===== config.mk =====
export PLATFORM = sky130hd
export DESIGN_NAME = multicycle_control
export DESIGN_NICKNAME = d
export VERILOG_FILES = /design/src/rtl/multicycle_control_pkg.sv /design/src/rtl/multicycle_control.sv
export SDC_FILE = /design/constraint.sdc
export NUM_CORES = 1
export LEC_CHECK = 0
export CELL_PAD_IN_SITES_DETAIL_PLACEMENT = 0
export CELL_PAD_IN_SITES_GLOBAL_PLACEMENT = 1
export CORE_MARGIN = 4
export CORE_UTILIZATION = 28
export CTS_BUF_LIST = sky130_fd_sc_hd__clkbuf_4
export DETAILED_ROUTE_END_ITERATION = 7
export GPL_ROUTABILITY_DRIVEN = 0
export PLACE_DENSITY = 0.68
export SYNTH_ARGS = -nofsm -noshare
export SYNTH_HDL_FRONTEND = slang
export SYNTH_SLANG_ARGS = --single-unit

===== constraint.sdc =====
create_clock -name clk -period 2.2 [get_ports clk]
set_input_delay 0.44 -clock clk [delete_from_list [all_inputs] [get_ports clk]]
set_output_delay 0.44 -clock clk [all_outputs]
set_load 0.01 [all_outputs]

===== src/rtl/multicycle_control_pkg.sv =====
// Shared encodings for the multicycle MIPS control path: FSM states, opcodes and
// the ALU-op codes consumed by the ALU control stage.
package multicycle_control_pkg;

   typedef enum logic [3:0] {
      StFetch,
      StDecode,
      StMemAddr,
      StMemRd,
      StMemWb,
      StMemWr,
      StRExec,
      StRWb,
      StIExec,
      StIWb,
      StBranch,
      StJump
   } state_e;

   localparam logic [5:0] OpRType = 6'b000000;
   localparam logic [5:0] OpLw    = 6'b100011;
   localparam logic [5:0] OpSw    = 6'b101011;
   localparam logic [5:0] OpBeq   = 6'b000100;
   localparam logic [5:0] OpJ     = 6'b000010;
   localparam logic [5:0] OpAddi  = 6'b001000;
   localparam logic [5:0] OpAndi  = 6'b001100;
   localparam logic [5:0] OpOri   = 6'b001101;
   localparam logic [5:0] OpSlti  = 6'b001010;

   localparam logic [2:0] UConAdd   = 3'b000;
   localparam logic [2:0] UConSub   = 3'b001;
   localparam logic [2:0] UConFunct = 3'b010;
   localparam logic [2:0] UConAddi  = 3'b011;
   localparam logic [2:0] UConAndi  = 3'b100;
   localparam logic [2:0] UConOri   = 3'b101;
   localparam logic [2:0] UConSlti  = 3'b110;

   // ALU-op for an immediate-format instruction; unknown opcodes fall back to add.
   function automatic logic [2:0] imm_ucon(input logic [5:0] op);
      logic [2:0] u;
      u = UConAdd;
      case (op)
         OpAddi:  u = UConAddi;
         OpAndi:  u = UConAndi;
         OpOri:   u = UConOri;
         OpSlti:  u = UConSlti;
         default: u = UConAdd;
      endcase
      return u;
   endfunction

endpackage


===== src/rtl/multicycle_control.sv =====
// Multicycle MIPS main control FSM with a retired-instruction counter.
// Control outputs decode combinationally from the state register.
module multicycle_control
   import multicycle_control_pkg::*;
#(
   parameter int unsigned CNT_W = 32
) (
   input  logic             clk,
   input  logic             rst,
   input  logic [5:0]       Opcode,
   input  logic             MemReady,
   input  logic             Zero,
   output logic             PCEn,
   output logic             IorD,
   output logic             MemRead,
   output logic             MemWrite,
   output logic             IRWrite,
   output logic             MemtoReg,
   output logic             RegDst,
   output logic             RegWrite,
   output logic             ALUSrcA,
   output logic [1:0]       ALUSrcB,
   output logic [1:0]       PCSource,
   output logic [2:0]       UCon,
   output logic [CNT_W-1:0] InstrCount
);

   state_e           state_q, state_d;
   logic [5:0]       opcode_q, opcode_d;
   logic [CNT_W-1:0] cnt_q, cnt_d;
   logic             retire;

   always_comb begin
      state_d  = state_q;
      opcode_d = opcode_q;
      case (state_q)
         StFetch:   if (MemReady) state_d = StDecode;
         StDecode: begin
            opcode_d = Opcode;
            case (Opcode)
               OpLw, OpSw:                     state_d = StMemAddr;
               OpRType:                        state_d = StRExec;
               OpBeq:                          state_d = StBranch;
               OpJ:                            state_d = StJump;
               OpAddi, OpAndi, OpOri, OpSlti:  state_d = StIExec;
               default:                        state_d = StFetch;
            endcase
         end
         StMemAddr: state_d = (opcode_q == OpLw) ? StMemRd : StMemWr;
         StMemRd:   if (MemReady) state_d = StMemWb;
         StMemWr:   if (MemReady) state_d = StFetch;
         StRExec:   state_d = StRWb;
         StIExec:   state_d = StIWb;
         StMemWb, StRWb, StIWb, StBranch, StJump: state_d = StFetch;
         default:   state_d = StFetch;
      endcase
   end

   // An instruction retires on the final transition back into FETCH.
   always_comb begin
      retire = 1'b0;
      case (state_q)
         StMemWb, StRWb, StIWb, StBranch, StJump: retire = 1'b1;
         StMemWr: retire = MemReady;
         default: retire = 1'b0;
      endcase
      cnt_d = retire ? cnt_q + CNT_W'(1) : cnt_q;
   end

   always_ff @(posedge clk) begin
      if (rst) begin
         state_q  <= StFetch;
         opcode_q <= 6'b000000;
         cnt_q    <= '0;
      end else begin
         state_q  <= state_d;
         opcode_q <= opcode_d;
         cnt_q    <= cnt_d;
      end
   end

   always_comb begin
      PCEn     = 1'b0;
      IorD     = 1'b0;
      MemRead  = 1'b0;
      MemWrite = 1'b0;
      IRWrite  = 1'b0;
      MemtoReg = 1'b0;
      RegDst   = 1'b0;
      RegWrite = 1'b0;
      ALUSrcA  = 1'b0;
      ALUSrcB  = 2'b00;
      PCSource = 2'b00;
      UCon     = UConAdd;
      case (state_q)
         StFetch: begin
            MemRead = 1'b1;
            ALUSrcB = 2'b01;
            IRWrite = MemReady;
            PCEn    = MemReady;
         end
         StDecode:  ALUSrcB = 2'b11;
         StMemAddr: begin
            ALUSrcA = 1'b1;
            ALUSrcB = 2'b10;
         end
         StMemRd: begin
            MemRead = 1'b1;
            IorD    = 1'b1;
         end
         StMemWr: begin
            MemWrite = 1'b1;
            IorD     = 1'b1;
         end
         StMemWb: begin
            RegWrite = 1'b1;
            MemtoReg = 1'b1;
         end
         StRExec: begin
            ALUSrcA = 1'b1;
            UCon    = UConFunct;
         end
         StRWb: begin
            RegWrite = 1'b1;
            RegDst   = 1'b1;
         end
         StIExec: begin
            ALUSrcA = 1'b1;
            ALUSrcB = 2'b10;
            UCon    = imm_ucon(opcode_q);
         end
         StIWb:     RegWrite = 1'b1;
         StBranch: begin
            ALUSrcA  = 1'b1;
            UCon     = UConSub;
            PCSource = 2'b01;
            PCEn     = Zero;
         end
         StJump: begin
            PCSource = 2'b10;
            PCEn     = 1'b1;
         end
         default: ;
      endcase
   end

   assign InstrCount = cnt_q;

endmodule

==> summary.txt <==
outcome = completed
Crit Path Category = reg -> out
Initial Util = 28.7%
static leakage = 1.31 nW
post-placement setup slack = -0.179 ns
GR Overflow Total = 0
sequential share of power = 59.3%
largest cells by area after synthesis = dfxtp_1, mux2_1, nor2_1
Critical Path, Cell by Cell = buf_6 -> nand2b_1 -> nor2_1 -> clkdlybuf4s50_1
vias in the first global route = 2400
Worst Skew = 0.0145 ns
HP Start = InstrCount[20]
FF-to-FF Start = InstrCount[0]
Sw Pwr = 0.000323 W
Chip Height = 102 um
crit start category = register
Post-Route WL = 7320 um
layout cell share with drive strength beyond 1 = 15.0%
Distinct cells, synth = 44
CTS tree = yes
Ports = 58
element type at the critical path end = primary output
Power, Total = 0.00131 W
Sw Share = 24.7%
Highest Clock Rate = 0.475 GHz
CP Max Fanout = 14
internal power = 0.000988 W
register bit total from synthesis = 42
Clock transition at path regs = 0.12 ns
cts bufs inserted = 5
H-tree levels = 2
setup_tns = 0 ns
Die ar. = 10500 sq um
CTS root buffer = clkbuf_4
Max stage delay on crit path = 0.54 ns
Max-Cap Viols = 0
final hold vios = 0
Clock Path Buffers = 2
CTS Hold Bufs = 0
Port Buffer Count = 57
Worst Path Arrival = 1.67 ns
hold_ws = 0.524 ns
Max stage delay cell, worst path = clkdlybuf4s50_1
Clock Sinks = 42
VDD IR max = 0.000260 V
min-delay worst type = reg -> reg
syn_nets = 319
TritonRoute pass-1 iters = 4
max-slew violations = 0
unrepaired setup endpoints after global routing = false
critical path launch point = state_q[2]
via count = 2584
Final period util = 95.8%
post-route ant nets = 0
global-route usage over all layers = 14.0%
Post-layout nets = 397
initial antenna violation count = 0
register area share after synthesis = 33.7%
HPWL after detailed placement = 5420 um
number of placement rows = 34
Setup-failing EPs final = 0
drt drc = 0
Pwr Density = 377 nW/um^2
Yosys warning total = 0
drt first-iter violations = 147
DR vias/cell = 5.22
P&R area growth vs syn = 39.4%
later-pin clock latency in the skew report = 0.35 ns
final worst setup slack = 0.0931 ns
WL/cell = 14.8 um
cell taking the most area after synthesis = dfxtp_1
Avg Cell Area, Syn = 8.10 sq um
Cell Area, Synth = 2490 sq um
fin crit period = 2.11 ns
first-pass GRT wire length = 11800 um
chip width = 102 um
combinational share of power = 11.7%
Top Usage Layer GRT = met2
measured slew at the worst slew-check pin = 0.713 ns
grt met3 use = 2.25%
Worst slew margin = 52.5%
largest net degree at the start of global routing = 40
Cells after Synth = 308
total core area = 8680 sq um
Crit path required time = 1.76 ns
Clock Power Share = 29.0%
met1 Use GR = 20.1%
GRT met2 Usage = 21.6%
Synth top area share = 33.7%
-- sequential cells by signal, indices dropped and copies added (netlist names) --
signal,flops
state_q,4
InstrCount,32
opcode_q,6
-- worst paths after layout --
path                     to  slack [ns]  depth (start not counted)
max             PCSource[1]        0.09                          4
min          InstrCount[20]        0.52                          2
max reg2reg  InstrCount[24]        0.11                          5
min reg2reg  InstrCount[20]        0.52                          2
-- synthesized netlist by cell type --
master	n
o21ai_0	3
or4_1	14
a21o_1	1
nand4_1	9
nor4b_2	2
a32oi_1	2
o211ai_1	1
nor4b_4	1
dfxtp_1	42
buf_2	6
o21a_1	1
nor3_1	5
nor2b_1	17
or3_1	5
buf_1	3
nand3_1	14
or4_4	1
a31oi_1	1
clkbuf_1	12
nor2_1	37
inv_1	2
and2_1	3
mux2_1	13
or2_1	1
o21ai_1	6
mux2i_1	8
o31ai_1	15
nor3b_1	1
nor4b_1	5
xor2_1	4
o22ai_1	1
ha_1	1
inv_2	2
nand3_2	1
nor4_1	10
o32a_1	2
a311oi_1	1
a21oi_1	24
and3_1	3
nand2b_1	5
and4_1	5
nand2_1	16
and4b_1	1
a31o_1	1
-- stage by stage --
stage / utilization [%] / instance area (sq um) / cells
after floorplan: - / 2490 / 308
after global placement: 39.0 / 3380 / 485
after detailed placement: 39.0 / 3380 / 485
after CTS: 39.9 / 3470 / 494
after global routing: 40.1 / 3480 / 494
final: 40.1 / 3480 / 495
-- layer usage --
layer  wire length (um)  share of wire (%)  vias up
li1                   -                  -     1309
met1               3650                 50     1223
met2               3350                 46       41
met3                194                2.7       11
met4                121                1.7        0
met5                  0                  0        -
-- final cells by class --
cell class,count,area [sq um]
inverter,4,15.0
sequential,42,846
timing repair buffer,92,847
tap,108,135
clock buffer,7,52.6
antenna,1,2.50
multi-input combinational,241,1580
fill,924,5200
-- placed cells by master, fill, tap and decap left out, drive strengths merged, types with 3 or more instances in the layout --
cell type      instances
o21ai                  9
o31ai                 15
dlygate4sd2           10
and4                   5
or3                    5
inv                    4
and3                   3
nand2b                 5
dlymetal6s2s           3
clkdlybuf4s50         42
or4                   15
nand4                  9
nor2                  37
xor2                   4
nor2b                 17
nor4b                  8
dfxtp                 42
mux2i                  8
nand2                 16
nor4                  10
clkbuf                 8
buf                   36
a21oi                 24
and2                   3
nor3                   5
mux2                  13
nand3                 15
-- worst max-delay path, delay by kind of cell (launching register included) --
kind          cells  cell delay (ns)
buf+inv           2             0.69
flops             1             0.37
simple gates      2             0.26
-- cells by family after synthesis --
group | Yosys count | synth area share, %
flip-flops | 42 | 33.7
AND/OR/NAND/NOR | 156 | 36.5
adder cells (fa/ha/maj) | 1 | 0.501
AO/OA/AOI/OAI | 59 | 14.7
buffers and inverters | 25 | 4.06
XOR/XNOR | 4 | 1.40
multiplexers | 21 | 9.08
-- repair_timing --
| item | in CTS | in global routing |
|---|---|---|
| setup buffers | 2 | 0 |
| gates resized for setup | 19 | 6 |
| endpoints found under the setup margin | 14 | 5 |
| endpoints found under the hold margin | 0 | 0 |
| pin swaps | 0 | 0 |
-- power groups by stage --
stage	Clock, W	Combinational, W	Sequential (W)
6_report	0.000380	0.000153	0.000778
3_3_place_gp	0	0.000150	0.000795
3_5_place_dp	0	0.000151	0.000795
4_1_cts	0.000399	0.000154	0.000777
5_1_grt	0.000428	0.000170	0.000779
2_1_floorplan	0	0.0000797	0.000791
Power figures use the tool's default switching activity.
==> RTL edit (same settings) <==
Reset style: asynchronous (`rst`), changed in one clocked block.
--- a/src/rtl/multicycle_control.sv
+++ b/src/rtl/multicycle_control.sv
@@ -69,3 +69,3 @@
 
-   always_ff @(posedge clk) begin
+   always_ff @(posedge clk or posedge rst) begin
       if (rst) begin
Formal check against the unedited RTL: differs if rst is asserted again (counterexample within 4 cycles, from zero or initial values and one cycle with rst high); with rst held inactive, the same outputs for 10 cycles.
==> RTL edit against the original RTL <==
The flow now finishes with violations (setup timing); wire length fell by 28%; non-clock buffer count fell by 14; cell count fell by 19%; sequential cell count did not move; cell area fell by 10%; area after synthesis fell by 11%; setup slack got worse by 0.22 ns; critical endpoint is now UCon[1].
Power is not compared: it rests on default switching activity, and its combinational part moved more than twofold at a synthesized area within 25%.
==> RTL edit: results (changes against the original RTL) <==
metric;value;unit;change
grt met3 use;0.0418;;+0.0193
met2 WL;2.36;mm;-30%
CP Max Fanout;3;;-11
total power;2.37;mW;
Non-clk invs;6;;+2
area post-placement;0.00303;mm2;-11%
Worst R2R Path Depth;8;;+3
commonest cells in the netlist;42 x dfrtp_1, 25 x nand2_1, 21 x nor2_1, 21 x xnor2_1, 17 x nand3_1;;
# setup viols final;3;;+3
GRT Overall Usage;0.117;;-0.0227
multi-input combinational area share;0.371;;-0.0835
hold slack;0.478;ns;-0.0459 ns
setup ws final;-0.129;ns;-0.222 ns
met1 wire length;2.59;mm;-29%
Net count, final;312;;-21%
post-CTS setup buffer count;0;;-2
clock-cell share of area;0.0168;;+0.00171
vias in the first global route;1924;;-20%
global-route wire length before repair;9.32;mm;-21%
setup TNS;-0.255;ns;-0.255 ns
hpwl dp;3.89;mm;-28%
dpl cells;394;;-19%
largest net degree at the start of global routing;43;;+7.5%
ys async rst share;1.00;;+1.00
via/cell ratio;4.67;;-11%
post-CTS sizing;30;;+11
failing checks;setup timing;;
DR WL/cell;13.2;um;-11%
status;finished, violations left;;
met2 GRT Util;0.180;;-0.0359
Core Footprint;0.00769;mm2;-11%
Layout non-clock buf frac;0.228;;-0.0157
Slew headroom;0.642;;+0.117
Synth Area in Compound Gates;0.0690;;-0.0785
XOR/XNOR Fraction of Synth Area;0.127;;+0.113
sequential share of the synthesized area;0.475;;+0.138
worst setup path end;UCon[1];;
critical path's slowest cell;or4b_4;;
Synth Instances;224;;-27%
[RTL edit: cells by family (layout without fill, tap and decap cells)]
group           count (synthesis)  after routing
fa+ha+maj                       1              1
buf+inv                        14             91
mux                             8              8
simple gates                  105            105
flops                          42             42
xor+xnor                       32             32
compound gates                 22             22
[RTL edit: worst min path at each step]
stage / from / end / cells after the start
after floorplan: opcode_q[5]$_DFFE_PP0P_ / opcode_q[5]$_DFFE_PP0P_ / 1
after global placement: InstrCount[31]$_DFFE_PP0P_ / InstrCount[31]$_DFFE_PP0P_ / 1
after detailed placement: InstrCount[31]$_DFFE_PP0P_ / InstrCount[31]$_DFFE_PP0P_ / 1
after CTS: InstrCount[31]$_DFFE_PP0P_ / InstrCount[31]$_DFFE_PP0P_ / 1
after global routing: InstrCount[31]$_DFFE_PP0P_ / InstrCount[31]$_DFFE_PP0P_ / 1
final: InstrCount[31]$_DFFE_PP0P_ / InstrCount[31]$_DFFE_PP0P_ / 1
